===== src/rtl/sseg_pkg.sv =====
// Shared constants and helpers for the seven-segment display controller.
// Segment patterns are active-low in {g,f,e,d,c,b,a} order.
package sseg_pkg;

  localparam logic [6:0] SEG_BLANK = 7'h7F;
  localparam logic [6:0] SEG_DASH  = 7'h3F;

  // Converter width: two spare BCD digits expose values too large to display.
  function automatic int bcd_digits(input int digits);
    return digits + 2;
  endfunction

  function automatic logic [6:0] seg_encode(input logic [3:0] nib);
    logic [6:0] seg;
    case (nib)
      4'h0: seg = 7'h40;
      4'h1: seg = 7'h79;
      4'h2: seg = 7'h24;
      4'h3: seg = 7'h30;
      4'h4: seg = 7'h19;
      4'h5: seg = 7'h12;
      4'h6: seg = 7'h02;
      4'h7: seg = 7'h78;
      4'h8: seg = 7'h00;
      4'h9: seg = 7'h10;
      4'hA: seg = 7'h08;
      4'hB: seg = 7'h03;
      4'hC: seg = 7'h46;
      4'hD: seg = 7'h21;
      4'hE: seg = 7'h06;
      default: seg = 7'h0E;
    endcase
    return seg;
  endfunction

endpackage


===== src/rtl/bin2bcd_seq.sv =====
// Sequential double-dabble: one add-3/shift step per clock over W input bits.
// done pulses on the final step with the finished result on bcd.
module bin2bcd_seq #(
  parameter int W    = 16,
  parameter int NBCD = 6
) (
  input  logic              clk,
  input  logic              srst,
  input  logic              start,
  input  logic [W-1:0]      din,
  output logic              busy,
  output logic              done,
  output logic [4*NBCD-1:0] bcd
);

  localparam int CW = $clog2(W + 1);

  logic [W-1:0]      sh_reg;
  logic [4*NBCD-1:0] bcd_reg;
  logic [4*NBCD-1:0] bcd_next;
  logic [4*NBCD-2:0] adj;
  logic [CW-1:0]     cnt_reg;
  logic              busy_reg;

  // The top digit's carry-out is dropped: NBCD digits always cover W bits.
  for (genvar gi = 0; gi < NBCD; gi++) begin : g_adj
    logic ge5;
    assign ge5 = (bcd_reg[4*gi +: 4] >= 4'd5);
    if (gi < NBCD - 1) begin : g_full
      assign adj[4*gi +: 4] = ge5 ? bcd_reg[4*gi +: 4] + 4'd3 : bcd_reg[4*gi +: 4];
    end else begin : g_top
      assign adj[4*gi +: 3] = bcd_reg[4*gi +: 3] + (ge5 ? 3'd3 : 3'd0);
    end
  end

  assign bcd_next = {adj, sh_reg[W-1]};

  always_ff @(posedge clk) begin
    if (srst) begin
      busy_reg <= 1'b0;
      cnt_reg  <= '0;
      sh_reg   <= '0;
      bcd_reg  <= '0;
    end else if (start && !busy_reg) begin
      busy_reg <= 1'b1;
      cnt_reg  <= CW'(W);
      sh_reg   <= din;
      bcd_reg  <= '0;
    end else if (busy_reg) begin
      sh_reg   <= sh_reg << 1;
      bcd_reg  <= bcd_next;
      cnt_reg  <= cnt_reg - CW'(1);
      if (cnt_reg == CW'(1)) busy_reg <= 1'b0;
    end
  end

  assign busy = busy_reg;
  assign done = busy_reg && (cnt_reg == CW'(1));
  assign bcd  = bcd_next;

endmodule


===== src/rtl/sseg_display_mux.sv =====
// Time-multiplexed seven-segment controller with hex or decimal rendering.
// The scan reads only the shadow registers, which update atomically.
module sseg_display_mux
  import sseg_pkg::*;
#(
  parameter int DIGITS      = 4,
  parameter int REFRESH_DIV = 50000
) (
  input  logic                  CLK,
  input  logic                  RST,
  input  logic [4*DIGITS-1:0]   DATA,
  input  logic                  MODE,
  input  logic [DIGITS-1:0]     DP_MASK,
  input  logic                  BLANK_LZ,
  input  logic                  LOAD,
  output logic                  BUSY,
  output logic [7:0]            CATHODES,
  output logic [DIGITS-1:0]     ANODES
);

  localparam int W    = 4 * DIGITS;
  localparam int NBCD = bcd_digits(DIGITS);
  localparam int IW   = (DIGITS > 1) ? $clog2(DIGITS) : 1;
  localparam int PW   = (REFRESH_DIV > 1) ? $clog2(REFRESH_DIV) : 1;

  logic              conv_busy;
  logic              conv_done;
  logic [4*NBCD-1:0] conv_bcd;
  logic              accept;
  logic              start;

  logic [DIGITS-1:0][3:0] code_reg;
  logic [DIGITS-1:0]      blank_reg;
  logic [DIGITS-1:0]      dp_reg;
  logic                   mode_reg;
  logic                   ovf_reg;
  logic [DIGITS-1:0]      dp_pend_reg;
  logic                   blz_pend_reg;

  logic [DIGITS-1:0][3:0] new_codes;
  logic [DIGITS-1:0]      new_blank;
  logic                   new_blz;
  logic                   nz;
  logic                   ovf_new;

  logic [PW-1:0]     presc_reg;
  logic [IW-1:0]     idx_reg;
  logic [DIGITS-1:0] anodes_reg;
  logic [7:0]        cathodes_reg;
  logic [6:0]        seg_cur;

  assign accept = LOAD && !conv_busy;
  assign start  = accept && MODE;

  bin2bcd_seq #(.W(W), .NBCD(NBCD)) u_conv (
    .clk   (CLK),
    .srst  (RST),
    .start (start),
    .din   (DATA),
    .busy  (conv_busy),
    .done  (conv_done),
    .bcd   (conv_bcd)
  );

  // Blank flags for whichever value is about to be committed.
  always_comb begin
    new_codes = conv_done ? conv_bcd[W-1:0] : DATA;
    new_blz   = conv_done ? blz_pend_reg : BLANK_LZ;
    new_blank = '0;
    nz        = 1'b0;
    for (int i = DIGITS - 1; i >= 0; i--) begin
      nz           = nz | (new_codes[i] != 4'd0);
      new_blank[i] = new_blz && (i != 0) && !nz;
    end
    ovf_new = |conv_bcd[4*NBCD-1:W];
  end

  always_ff @(posedge CLK) begin
    if (RST) begin
      code_reg     <= '0;
      blank_reg    <= '0;
      dp_reg       <= '0;
      mode_reg     <= 1'b0;
      ovf_reg      <= 1'b0;
      dp_pend_reg  <= '0;
      blz_pend_reg <= 1'b0;
    end else if (accept && !MODE) begin
      code_reg  <= DATA;
      blank_reg <= new_blank;
      dp_reg    <= DP_MASK;
      mode_reg  <= 1'b0;
      ovf_reg   <= 1'b0;
    end else if (start) begin
      dp_pend_reg  <= DP_MASK;
      blz_pend_reg <= BLANK_LZ;
    end else if (conv_done) begin
      code_reg  <= ovf_new ? '0 : conv_bcd[W-1:0];
      blank_reg <= ovf_new ? '0 : new_blank;
      dp_reg    <= dp_pend_reg;
      mode_reg  <= 1'b1;
      ovf_reg   <= ovf_new;
    end
  end

  always_comb begin
    seg_cur = seg_encode(code_reg[idx_reg]);
    if (blank_reg[idx_reg]) seg_cur = SEG_BLANK;
    if (mode_reg && ovf_reg) seg_cur = SEG_DASH;
  end

  always_ff @(posedge CLK) begin
    if (RST) begin
      presc_reg    <= '0;
      idx_reg      <= '0;
      anodes_reg   <= '1;
      cathodes_reg <= 8'hFF;
    end else begin
      if (presc_reg == PW'(REFRESH_DIV - 1)) begin
        presc_reg <= '0;
        idx_reg   <= (idx_reg == IW'(DIGITS - 1)) ? '0 : idx_reg + IW'(1);
      end else begin
        presc_reg <= presc_reg + PW'(1);
      end
      anodes_reg   <= ~(DIGITS'(1) << idx_reg);
      cathodes_reg <= {~dp_reg[idx_reg], seg_cur};
    end
  end

  assign BUSY     = conv_busy;
  assign ANODES   = anodes_reg;
  assign CATHODES = cathodes_reg;

endmodule


===== config.mk =====
export PLATFORM = sky130hd
export DESIGN_NAME = sseg_display_mux
export DESIGN_NICKNAME = d
export VERILOG_FILES = /design/src/rtl/sseg_pkg.sv /design/src/rtl/bin2bcd_seq.sv /design/src/rtl/sseg_display_mux.sv
export SDC_FILE = /design/constraint.sdc
export NUM_CORES = 1
export LEC_CHECK = 0
export BUFFER_PORTS_ARGS = -buffer_cell sky130_fd_sc_hd__clkbuf_2
export CAP_MARGIN = 10
export CORE_MARGIN = 2
export CORE_UTILIZATION = 54
export CTS_CLUSTER_SIZE = 28
export DETAILED_ROUTE_END_ITERATION = 7
export HOLD_SLACK_MARGIN = 0.1
export PLACE_DENSITY = 0.85
export SETUP_SLACK_MARGIN = 0.5
export SLEW_MARGIN = 10
export SYNTH_ARGS = -nofsm -noshare
export SYNTH_HDL_FRONTEND = slang
export SYNTH_SLANG_ARGS = --single-unit

===== constraint.sdc =====
create_clock -name CLK -period 2.13 [get_ports CLK]
set_input_delay 0.426 -clock CLK [delete_from_list [all_inputs] [get_ports CLK]]
set_output_delay 0.426 -clock CLK [all_outputs]
set_load 0.005 [all_outputs]

-- Yosys cells after proc, flatten, opt, wreduce, memory -nomap -nowiden
Memories as Yosys holds them, arrays and structs flattened.
Index checks and enable logic that the tools add are counted.
- memories kept: 1
- bits in read-only memories: 112
- register bits: 107
- input bits: 25
- output and inout port bits: 13
- memories (name ; words ; width ; rd ports ; clocked after Yosys merged registers in ; write ports ; line ; RTL):
    (no name shown) ; 16 ; 7 ; 1 ; 0 ; 0 ; sseg_pkg.sv:15 ; case (nib)
- muxes and demuxes: 35
- order comparisons: 7
- add/sub/neg operators: 9
- bitwise gates (word level): 6
- shifts and indexed selects: 1
- equal/unequal tests: 4
- reduce and logical (&&, ||, !) cells: 27
- operator list (kind ; count):
    16-bit two-way mux ; 7
    4-bit two-way mux ; 13
    4-bit by 3-bit greater-or-equal comparator with 1-bit output (second input constant) ; 6
    4-bit by 2-bit adder with 4-bit output (second input constant) ; 5
    16-bit by 1-bit adder with 16-bit output (second input constant) ; 1
    16-bit equality test (second input constant) ; 1
    7-bit two-way mux ; 2
    4-bit nonzero test ; 3
    5-bit two-way mux ; 2
    1-bit logical AND ; 9
    4-bit binary-select mux with 2-bit select ; 1
    8-bit OR reduction ; 1
    1-bit two-way mux ; 6
    2-bit AND reduction ; 3
    2-bit OR reduction ; 3
    5-bit by 1-bit equality test with 1-bit output (second input constant) ; 1
    1-bit logical NOT ; 5
    5-bit by 1-bit subtractor with 5-bit output (second input constant) ; 1
    1-bit binary-select mux with 2-bit select ; 2
    2-bit two-way mux ; 2
    4-bit inverter ; 1
    2-bit nonzero test ; 2
    1-bit by 2-bit left shift with 4-bit output (first input constant) ; 1
    3-bit adder ; 1
    7 further kinds ; 10

-- Logic depth before layout (Yosys ltp)
- word-level depth: 12
- gate-level depth with buffers: 11
- gate-level depth less buffers: 10

-- Hierarchy
Synthesis repeated with hierarchy kept, for this count alone.
- cells, all modules: 611
- area total of the unflattened synthesis: 5352.6 µm²
- by module, submodules not included (module ; instances ; sequential area each (µm²) ; area each (µm²) ; cells an instance):
    sseg_display_mux ; 1 ; 1201.2 ; 2806.4 ; 298
    bin2bcd_seq ; 1 ; 920.9 ; 2546.2 ; 313

-- Worst setup path before layout
OpenSTA, ideal clock, no wires.
- path kind: reg2reg
- start: register u_conv.bcd_reg[21]
- end: register code_reg[11] (netlist name)
- cell stages (with the launch flop): 12
- clock period less this slack: 2295 ps
- data arrival time: 2222 ps
- required time: 2057 ps
- path slack: -165 ps
- cell sequence: dfxtp_1 > o21ai_0 > nand2b_1 > ha_1 > fa_1 > xor2_1 > nor3_1 > nand3_1 > nor3_4 > buf_6 > a221oi_2 > nor3_2
- longest elaborated chain between the ends: 8
- RTL lines (element ; line ; RTL):
    start, declared ; bin2bcd_seq.sv:19 ; logic [4*NBCD-1:0] bcd_reg;
    start signal, assigned ; bin2bcd_seq.sv:51 ; bcd_reg <= bcd_next;
    4-bit by 3-bit greater-or-equal comparator with 1-bit output ; bin2bcd_seq.sv:28 ; assign ge5 = (bcd_reg[4*gi +: 4] >= 4'd5);
    2-bit two-way mux ; bin2bcd_seq.sv:32 ; assign adj[4*gi +: 3] = bcd_reg[4*gi +: 3] + (ge5 ? 3'd3 : 3'd0);
    3-bit adder * ; bin2bcd_seq.sv:32 ;
    8-bit OR reduction * ; sseg_display_mux.sv:75 ; ovf_new = |conv_bcd[4*NBCD-1:W];
    16-bit two-way mux * ; sseg_display_mux.sv:97 ; code_reg <= ovf_new ? '0 : conv_bcd[W-1:0];
    16-bit two-way mux * ; sseg_display_mux.sv:96 ; end else if (conv_done) begin
    16-bit two-way mux * ; sseg_display_mux.sv:93 ; end else if (start) begin
    16-bit two-way mux * ; sseg_display_mux.sv:87 ; end else if (accept && !MODE) begin
    end signal, assigned ; sseg_display_mux.sv:97 ;
    end, declared ; sseg_display_mux.sv:32 ; logic [DIGITS-1:0][3:0] code_reg;
Every way passes the cells marked *; elsewhere a longest branch is shown, timed or not. The select of a mux whose other input is x is not followed.
A chain may end at the register's enable or synchronous reset.

-- Worst setup path after layout
- start: register u_conv.bcd_reg[20]
- end: register code_reg[15] (netlist name)
Same word-level chain as after synthesis.

==> metrics.csv <==
stage,metric,value,unit
run_status,status,"complete, but fails checks",
run_status,failing checks,negative setup slack,
grt,vias in the first global route,4469,
power_and_ir_drop,Cell Pwr Density,624,mW/mm²
finish,Finished Layout Cells,799,
power_and_ir_drop,Leak Pwr,2.46,nW
yosys,"Top FF cell, synth",dfxtp_1,
timing,"Setup violations, final",20,
worst_setup_path,Worst Path Max Fanout,3,
yosys,"EDFF count, synth",0,
timing,Final Cycle Share,1.17,
finish,share of layout cells above drive strength 1,0.371,
yosys,mapped cell area,0.00530,mm²
timing,Rel. slew slack,0.618,
timing,fmax,400,MHz
timing,PnR worst setup slack,-368,ps
die,chip height,103,µm
drt,DRT Wirelength,14.9,mm
die,Die Wd,103,µm
drt,Starting DRT DRC Count,457,
yosys,"count leader, synth",dfxtp_1,
drt,post-DR vias/cell,6.07,
timing,unrepaired setup endpoints after global routing,yes,
yosys,#FFs+latches synth,106,
clocking,CTS Root Cell,clkbuf_8,
clocking,number of buffers created by CTS,9,
worst_setup_path,startpoint types,flop,
placed_design,Placed Instances,746,
job,max_cap viols,0,
finish,nets,711,
placed_design,Port Buf Inserts,37,
die,Initial Util,0.550,
grt,GRT Resource Usage Total,0.257,
grt,met1 Track Usage GR,0.293,
clocking,htree depth,3,
yosys,Mapped Nets,631,
grt,gr busiest metal,met2,
worst_setup_path,Crit. End Element,flop,
clocking,clock transition at the registers of the reported paths,100,ps
drt,Routed wire per std cell,18.6,µm
grt,met3 Use GR,0.0359,
worst_setup_path,critical path class,reg -> reg,
worst_setup_path,Worst Path Arrival,2790,ps
placed_design,gpl congestion,0.864,
die,die area,0.0106,mm²
worst_setup_path,worst endpoint required time,2420,ps
timing,fin crit period,2500,ps
drt,DRT antenna net count,0,
power_and_ir_drop,P_int,3.04,mW
grt,largest net degree at the start of global routing,39,
drt,DRC violations left,0,
clocking,"Clk Latency, worst-skew pair",370,ps
die,row cnt,36,
yosys,synthesized netlist cell count,581,
power_and_ir_drop,switching pwr,1.21,mW
timing,Final Hold Vio Count,0,
placed_design,Post-DP HPWL,8.54,mm
finish,max reg flops,24,
clocking,CTS tree,built,
yosys,commonest cells in the netlist,"dfxtp_1, nor2_1, nand2_1",
timing,minimum hold slack,282,ps
finish,Syn-to-layout area delta,28.5,%
min_path,Worst Hold Class,in -> reg,
drt,Detailed Routing Iterations Pass 1,6,
die,core region area,0.00964,mm²
timing,Worst Skew,10.5,ps
clocking,Bufs on Longest Clock Path,2,
clocking,CTS Sinks,106,
grt,met2 global-route usage,0.471,
power_and_ir_drop,Sw Ratio,0.286,
drt,routed vias,4853,
clocking,number of hold buffers added after cts,0,
die,I/O pin count,38,
yosys,"Seq/Total Area, Yosys",0.401,
yosys,synth unique cells,62,
power_and_ir_drop,Comb power frac,0.185,
timing,actual slew at the worst max-slew pin,559,ps
yosys,Synth async-reset ratio,0,
yosys,Avg Inst Size Synth,9.12,µm²
yosys,"top cells by area, synth","dfxtp_1, ha_1, nor2_1",
power_and_ir_drop,Clock power frac,0.307,
timing,Final Max Tran Viols,0,
finish,final-layout fill cell count,627,
yosys,Synth Warn #,0,
grt,global-route wire length before repair,21.3,mm
grt,initial antenna violation count,0,
power_and_ir_drop,post-route total power,4.25,mW
power_and_ir_drop,worst vdd ir,0.000395,V
finish,antenna diode count,0,
yosys,cell taking the most area after synthesis,dfxtp_1,
power_and_ir_drop,power share of the sequential group,0.508,
yosys,Yosys top cell area share,0.401,
grt,final global-route overflow total,0,
## cell usage in the layout (no fill, tap or decap), types with 8 or more instances in the layout
cell type,instances
dfxtp_1,87
nor2_1,71
nand2_1,52
buf_4,46
clkbuf_2,37
a21oi_1,36
nand2b_1,17
mux2i_1,17
a22oi_1,15
inv_1,14
dfxtp_2,14
buf_6,13
xnor2_1,12
nor3_2,12
a221oi_2,11
ha_1,11
xor2_1,10
ha_4,10
clkbuf_8,10
nand3_1,9
a211oi_1,8
## per-stage QoR
step	utilization	setup TNS, ps	setup WS, ps	instance area (µm²)
after floorplan	-	-701	-75.3	5370
after global placement	0.597	-27.7	-12.0	5750
after detailed placement	0.597	-1670	-164	5750
after CTS	0.658	-1560	-163	6340
after global routing	0.706	-6830	-493	6810
final	0.706	-4540	-368	6810
## critical path: stages (launching register included)
cell	delay (ps)
dfxtp_2	340
o21ai_2	160
nand2b_1	110
ha_2	190
fa_2	360
xor2_2	170
nor3_2	180
buf_4	160
nand3_4	70
nor3_4	230
buf_4	160
nand2b_1	90
a211oi_2	210
## power by group through the flow
stage | Combinational [mW] | Clock, mW | Sequential (mW)
floorplan | 0.416 | 0 | 2.17
global placement | 0.556 | 0 | 2.18
detailed placement | 0.582 | 0 | 2.19
CTS | 0.666 | 1.28 | 2.15
global route | 0.840 | 1.37 | 2.17
finish | 0.786 | 1.30 | 2.16
## cells by family (layout without fill, tap and decap cells)
group                      after synthesis  after routing  synth area share
buffers and inverters                   54            139            0.0456
and+or+nand+nor                        227            227             0.225
DFF                                    106            106             0.401
adders and majority gates               25             25            0.0605
muxes                                   29             29            0.0692
xor gates and xnor gates                23             23            0.0380
AOI/OAI and AO/OA                      117            117             0.161
## repair_timing
item,4_1_cts,5_1_grt
endpoints found under the setup margin,58,92
gates cloned,2,0
gates resized for setup,46,82
setup buffers,18,17
pin swaps,12,20
## routing by layer
| metal | part of all wire | up-vias |
|---|---|---|
| li1 | - | 2205 |
| met1 | 0.37 | 2313 |
| met2 | 0.51 | 259 |
| met3 | 0.067 | 76 |
| met4 | 0.055 | 0 |
| met5 | 0 | - |
## path summary, 6_finish.rpt
path / slack (ps) / start / cells past startpoint / end
setup / recovery: -370 / u_conv.bcd_reg[20]$_SDFFE_PP0P_ / 12 / code_reg[15]$_SDFFE_PP0P_
hold / removal: 280 / DP_MASK[3] / 3 / dp_pend_reg[3]$_SDFFE_PP0P_
setup reg to reg: -370 / u_conv.bcd_reg[20]$_SDFFE_PP0P_ / 12 / code_reg[15]$_SDFFE_PP0P_
hold reg to reg: 460 / blank_reg[1]$_SDFFE_PP0P_ / 2 / blank_reg[1]$_SDFFE_PP0P_
## layout make-up
cell class / count / area [µm²] / share of cell area
multi-input cells: 421 / 3380 / 0.496
clock inverters: 5 / 61.3 / 0.00901
well taps: 133 / 166 / 0.0244
repair buffers: 102 / 817 / 0.120
clock buffers: 11 / 141 / 0.0208
flip-flops and latches: 106 / 2160 / 0.317
inverters: 21 / 86.3 / 0.0127
Note: power is estimated with default switching activity, not from simulation.
